File: config.mk
export PLATFORM = sky130hd
export DESIGN_NAME = cpu_mem_responder
export DESIGN_NICKNAME = d
export VERILOG_FILES = /design/src/rtl/pkg_cpu.sv /design/src/rtl/cpu_mem_responder.sv
export SDC_FILE = /design/constraint.sdc
export NUM_CORES = 1
export LEC_CHECK = 0
export CAP_MARGIN = 5
export CORE_MARGIN = 1
export CORE_UTILIZATION = 45
export CTS_CLUSTER_SIZE = 28
export DETAILED_ROUTE_END_ITERATION = 10
export GPL_ROUTABILITY_DRIVEN = 1
export PLACE_DENSITY = 0.82
export REMOVE_ABC_BUFFERS = 1
export SETUP_SLACK_MARGIN = 0.1
export SYNTH_ARGS = -nofsm -noshare
export SYNTH_HDL_FRONTEND = slang
export SYNTH_SLANG_ARGS = --single-unit
File: constraint.sdc
create_clock -name clk -period 7.8 [get_ports clk]
set_input_delay 0.78 -clock clk [delete_from_list [all_inputs] [get_ports clk]]
set_output_delay 0.78 -clock clk [all_outputs]
set_load 0.03 [all_outputs]
File: src/rtl/pkg_cpu.sv
// Shared Cpu/memory-responder types: request size encoding, responder FSM states
// and the request bundle the Cpu's out struct maps onto.
package pkg_cpu;

    typedef enum logic [1:0] {
        SZ_8  = 2'd0,
        SZ_16 = 2'd1,
        SZ_32 = 2'd2,
        SZ_48 = 2'd3
    } ReqDataSz;

    typedef enum logic [1:0] {
        RSP_IDLE,
        RSP_ISSUE,
        RSP_DRAIN,
        RSP_DONE
    } RespState;

    typedef struct packed {
        logic        rd;
        logic        wr;
        ReqDataSz    size;
        logic [31:0] addr;
        logic [31:0] wdata;
    } StrcInMemResponder;

    // Halfword beats needed to move one access of the given size.
    function automatic logic [1:0] beat_count(input ReqDataSz sz);
        case (sz)
            SZ_32:   return 2'd2;
            SZ_48:   return 2'd3;
            default: return 2'd1;
        endcase
    endfunction

endpackage

File: src/rtl/cpu_mem_responder.sv
// Services Cpu read/write/fetch requests as halfword beats on a 16-bit sync RAM.
// Read stall N+2 cycles, write N+1, illegal 1; cpu_enable low stalls the Cpu until DONE.
module cpu_mem_responder
    import pkg_cpu::*;
#(
    parameter int MEM_ADDR_W = 16
) (
    input  logic                  clk,
    input  logic                  rst_n,
    input  logic                  req_rd,
    input  logic                  req_wr,
    input  logic [1:0]            req_size,
    input  logic [31:0]           req_addr,
    input  logic [31:0]           req_wdata,
    output logic                  cpu_enable,
    output logic [47:0]           cpu_data_in,
    output logic                  err,
    output logic [MEM_ADDR_W-1:0] mem_addr,
    output logic                  mem_re,
    output logic                  mem_we,
    output logic [1:0]            mem_be,
    output logic [15:0]           mem_wdata,
    input  logic [15:0]           mem_rdata
);

    RespState          state, state_nxt;
    StrcInMemResponder req_in, req_q, beat_src;
    logic [1:0]        bcnt, beat_idx, last_beat, cap_idx;
    logic              cap_vld, req_any, illegal, issue_beat;
    logic [30:0]       hw_addr;
    logic [1:0]        beat_be;
    logic [15:0]       beat_wdata;
    logic              addr_hi_unused;

    assign req_in = '{rd: req_rd, wr: req_wr, size: ReqDataSz'(req_size),
                      addr: req_addr, wdata: req_wdata};
    assign req_any   = req_rd | req_wr;
    assign illegal   = (req_rd & req_wr) | (req_addr[0] & (req_in.size != SZ_8));
    assign last_beat = beat_count(req_q.size) - 2'd1;

    // Only combinational output: the Cpu must stall in the same cycle it asks.
    assign cpu_enable = rst_n & ((state == RSP_IDLE) ? ~req_any : (state == RSP_DONE));

    always_ff @(posedge clk or negedge rst_n) begin
        if (!rst_n) state <= RSP_IDLE;
        else        state <= state_nxt;
    end

    always_comb begin
        state_nxt  = state;
        issue_beat = 1'b0;
        case (state)
            RSP_IDLE: begin
                if (req_any) begin
                    state_nxt  = illegal ? RSP_DONE : RSP_ISSUE;
                    issue_beat = ~illegal;
                end
            end
            RSP_ISSUE: begin
                if (bcnt == last_beat) state_nxt = req_q.rd ? RSP_DRAIN : RSP_DONE;
                else                   issue_beat = 1'b1;
            end
            RSP_DRAIN: state_nxt = RSP_DONE;
            default:   state_nxt = RSP_IDLE;
        endcase
    end

    // Beat 0 is registered straight from the request so it lands in cycle 1.
    always_comb begin
        beat_src = req_q;
        beat_idx = bcnt + 2'd1;
        if (state == RSP_IDLE) begin
            beat_src = req_in;
            beat_idx = 2'd0;
        end
        hw_addr = beat_src.addr[31:1] + 31'(beat_idx);
        beat_be = 2'b11;
        case (beat_idx)
            2'd0:    beat_wdata = beat_src.wdata[15:0];
            2'd1:    beat_wdata = beat_src.wdata[31:16];
            default: beat_wdata = 16'h0;
        endcase
        if (beat_src.size == SZ_8) begin
            beat_be    = beat_src.addr[0] ? 2'b10 : 2'b01;
            beat_wdata = {2{beat_src.wdata[7:0]}};
        end
        if (beat_src.rd) beat_be = 2'b11;
    end

    assign addr_hi_unused = ^hw_addr[30:MEM_ADDR_W];

    always_ff @(posedge clk or negedge rst_n) begin
        if (!rst_n) begin
            req_q       <= '0;
            bcnt        <= 2'd0;
            cap_vld     <= 1'b0;
            cap_idx     <= 2'd0;
            cpu_data_in <= '0;
            err         <= 1'b0;
            mem_addr    <= '0;
            mem_re      <= 1'b0;
            mem_we      <= 1'b0;
            mem_be      <= 2'b00;
            mem_wdata   <= 16'h0;
        end else begin
            err     <= (state == RSP_IDLE) & req_any & illegal;
            mem_re  <= issue_beat & beat_src.rd;
            mem_we  <= issue_beat & beat_src.wr;
            cap_vld <= mem_re;
            cap_idx <= bcnt;
            if (issue_beat) begin
                mem_addr  <= hw_addr[MEM_ADDR_W-1:0];
                mem_be    <= beat_be;
                mem_wdata <= beat_src.wr ? beat_wdata : 16'h0;
                bcnt      <= beat_idx;
            end
            if ((state == RSP_IDLE) && req_any) begin
                req_q <= req_in;
                if (illegal || req_rd) cpu_data_in <= '0;
            end else if (cap_vld) begin
                if (req_q.size == SZ_8) begin
                    cpu_data_in <= {40'h0, req_q.addr[0] ? mem_rdata[15:8] : mem_rdata[7:0]};
                end else begin
                    case (cap_idx)
                        2'd0:    cpu_data_in[15:0]  <= mem_rdata;
                        2'd1:    cpu_data_in[31:16] <= mem_rdata;
                        default: cpu_data_in[47:32] <= mem_rdata;
                    endcase
                end
            end
        end
    end

endmodule

==> flow_summary.json <==
{
  "synth_compound_area_share_pct": 11.9,
  "track_usage_pct": 22.0,
  "die_area_sq_um": 15500,
  "ctsResizeCount": 0,
  "synth.cell_area_sq_um": 6760,
  "synth_edf_count": 0,
  "avgSynthCellArea_sq_um": 9.98,
  "peakVddDrop_v": 0.000202,
  "dpl.hpwl_mm": 10.6,
  "synth_area_leaders": "dfrtp_1 (54%), nand2_1 (14%), o21ai_0 (4.8%)",
  "pre_cts_ws_ns": 4.41,
  "vias": 5378,
  "layout_min_cycle_time_ns": 3.35,
  "rsz0062_at_grt": "false",
  "drtAntennaViolNets": 0,
  "row_count": 44,
  "antenna_found_initial": 0,
  "required_ns": 8.10,
  "clock_latency_ns": 0.42,
  "path_clk_slew_ns": 0.06,
  "fin_setup_tns_ns": 0,
  "die_w_um": 125,
  "dp_cells": 987,
  "routed_wirelength_mm": 16.1,
  "slew_violations": 0,
  "die_h_um": 125,
  "cts-root-buf": "clkbuf_16",
  "drt-initial-drc-count": 288,
  "grt_pass1_wl_mm": 27.0,
  "synth.distinct_cells": 54,
  "ioPinCount": 172,
  "setup_viol": 0,
  "ctsLongestPathBuffers": 2,
  "max_freq_ghz": 0.298,
  "synth_top_family_by_area": "simple AND/OR/NAND/NOR gates",
  "fin_area_sq_um": 8960,
  "multiInputGateArea_sq_um": 2920,
  "netlist_instances": 678,
  "status": "completed",
  "leakage_nw": 4.04,
  "cts_hold_buf": 0,
  "synthFlopType": "dfrtp_1",
  "cellPowerDensity_nw_per_um2": 453,
  "path_class": "flop to flop",
  "synth_top_area_share_pct": 53.6,
  "clock_sinks": 145,
  "setup_slack_ns": 4.45,
  "maxCapViolations": 0,
  "numCtsBuffers": 17,
  "synth_seq_cells": 145,
  "post_cts_buffers": 0,
  "tightest_slew_ns": 0.993,
  "routed_via_density": 5.29,
  "drt-pass1-iter-count": 4,
  "drt-wirelength-per-cell_um": 15.8,
  "grt_pass1_vias": 5333,
  "max_slew_margin_pct": 33.3,
  "cp.arrival_ns": 3.65,
  "area_growth_syn_to_layout_pct": 32.4,
  "stdcell_count": 1016,
  "end_kind": "flop",
  "cts_tree": "done",
  "fillerInstances": 1225,
  "drc": 0,
  "h-tree-depth": 4,
  "port_buffers": 156,
  "synth.mux.area_fraction_pct": 8.79,
  "synthXorXnorAreaFrac_pct": 1.81,
  "worst_hold_slack_ns": 0.353,
  "rrSetupSlack_ns": 4.45,
  "hold_path_class": "primary input to async pin",
  "synth_async_sr_flop_share_pct": 100,
  "grt_max_degree": 79,
  "fin_crit_sh_pct": 43.0,
  "initial_utilization_pct": 46.4,
  "drive_gt1_share_pct": 10.5,
  "skew_ns": 0.00760,
  "hold_violations": 0,
  "startpoint_type": "flop",
  "gp_congestion": 0.790,
  "grt.overflow.total": 0,
  "diodes": 0,
  "ys_seq_area_share_pct": 53.6,
  "post-route-util_pct": 61.4,
  "placed_area_sq_um": 8420,
  "regArea_sq_um": 3630,
  "yosysTopAreaCell": "dfrtp_1",
  "core_area_sq_um": 14600,
  "yosys.area_share.simple_pct": 18.6,
  "power_mw": 4.06,
  "layout_common_cells": "nand2_1 (255), clkdlybuf4s50_1 (155), dfrtp_1 (145), o21ai_0 (65), mux2i_1 (29)",
  "crit_fanout": 60,
  "fin_nets": 915,
  "final_common_cell": "nand2_1",
  "ys_warn_count": 0,
  "synth_fa_ha_area_share_pct": 1.41
}
[cells in the mapped netlist, drive strengths merged, types with 2 or more instances]
master and count:
nor3 4, a22o 24, dfrtp 145, clkbuf 20, a21oi 7, mux4 8, nor2 16, nand2 255
ha 6, nand4 3, inv 4, o31ai 9, nand4b 4, buf 20, mux2 9, and2 2
nand3 4, mux2i 29, xor2 4, o221ai 3, o21ai 67, xnor2 10, nand3b 2, o22ai 2
nor2b 6
[metal layers]
layer | wire [um] | part of all wire (%) | vias to the layer above | GRT usage (%)
met1 | 7460 | 46 | 2619 | 29.3
li1 | - | - | 2583 | -
met4 | 215 | 1.3 | 0 | 8.50
met5 | 0 | 0 | - | 0
met3 | 654 | 4.1 | 19 | 4.30
met2 | 7760 | 48 | 157 | 35.5
[path summary, 6_finish.rpt]
check / startpoint / end / cells past startpoint
setup / recovery: state[1] / mem_addr[10] / 11
hold / removal: rst_n / cpu_data_in[0] / 1
setup reg to reg: state[1] / mem_addr[10] / 11
hold reg to reg: mem_re / cap_vld / 0
max in group asynchronous: rst_n / cpu_data_in[25] / 2
min in group clk: mem_re / cap_vld / 0
[sequential cells by signal (all words and copies together), names as in the netlist]
register,flops
bcnt,2
cap_idx,2
cap_vld,1
cpu_data_in,48
err,1
mem_addr,16
mem_be,2
mem_re,1
mem_wdata,16
mem_we,1
req_q,53
state,2
[cell type report]
| type | instances | share of cell area [%] |
|---|---|---|
| Clock buffer | 19 | 4.94 |
| Clock inverter | 10 | 1.02 |
| Inverter | 4 | 0.168 |
| Multi-Input combinational cell | 489 | 32.6 |
| Sequential cell | 145 | 40.5 |
| Tap cell | 184 | 2.57 |
| Timing Repair Buffer | 165 | 18.2 |
[cells by family after synthesis]
logic type,count (synthesis)
compound gates,119
flops,145
fa+ha+maj,7
xor+xnor,14
simple gates,303
buf+inv,44
mux,46
[worst max-delay path, cell delays in order (launching register included)]
cell and delay [ns]:
dfrtp_1 0.40, inv_1 0.11, ha_2 0.23, buf_4 0.64
mux2_2 0.29, ha_1 0.18, fa_1 0.24, nand4_1 0.11
a22oi_1 0.49, nand2_1 0.12, xnor2_1 0.15, mux2_2 0.25
[power breakdown]
part,switching (mW),internal (mW),total [mW]
clock network,0.306,0.440,0.746
registers,0.196,1.07,1.27
logic,1.22,0.824,2.04
Power figures use the tool's default switching activity.
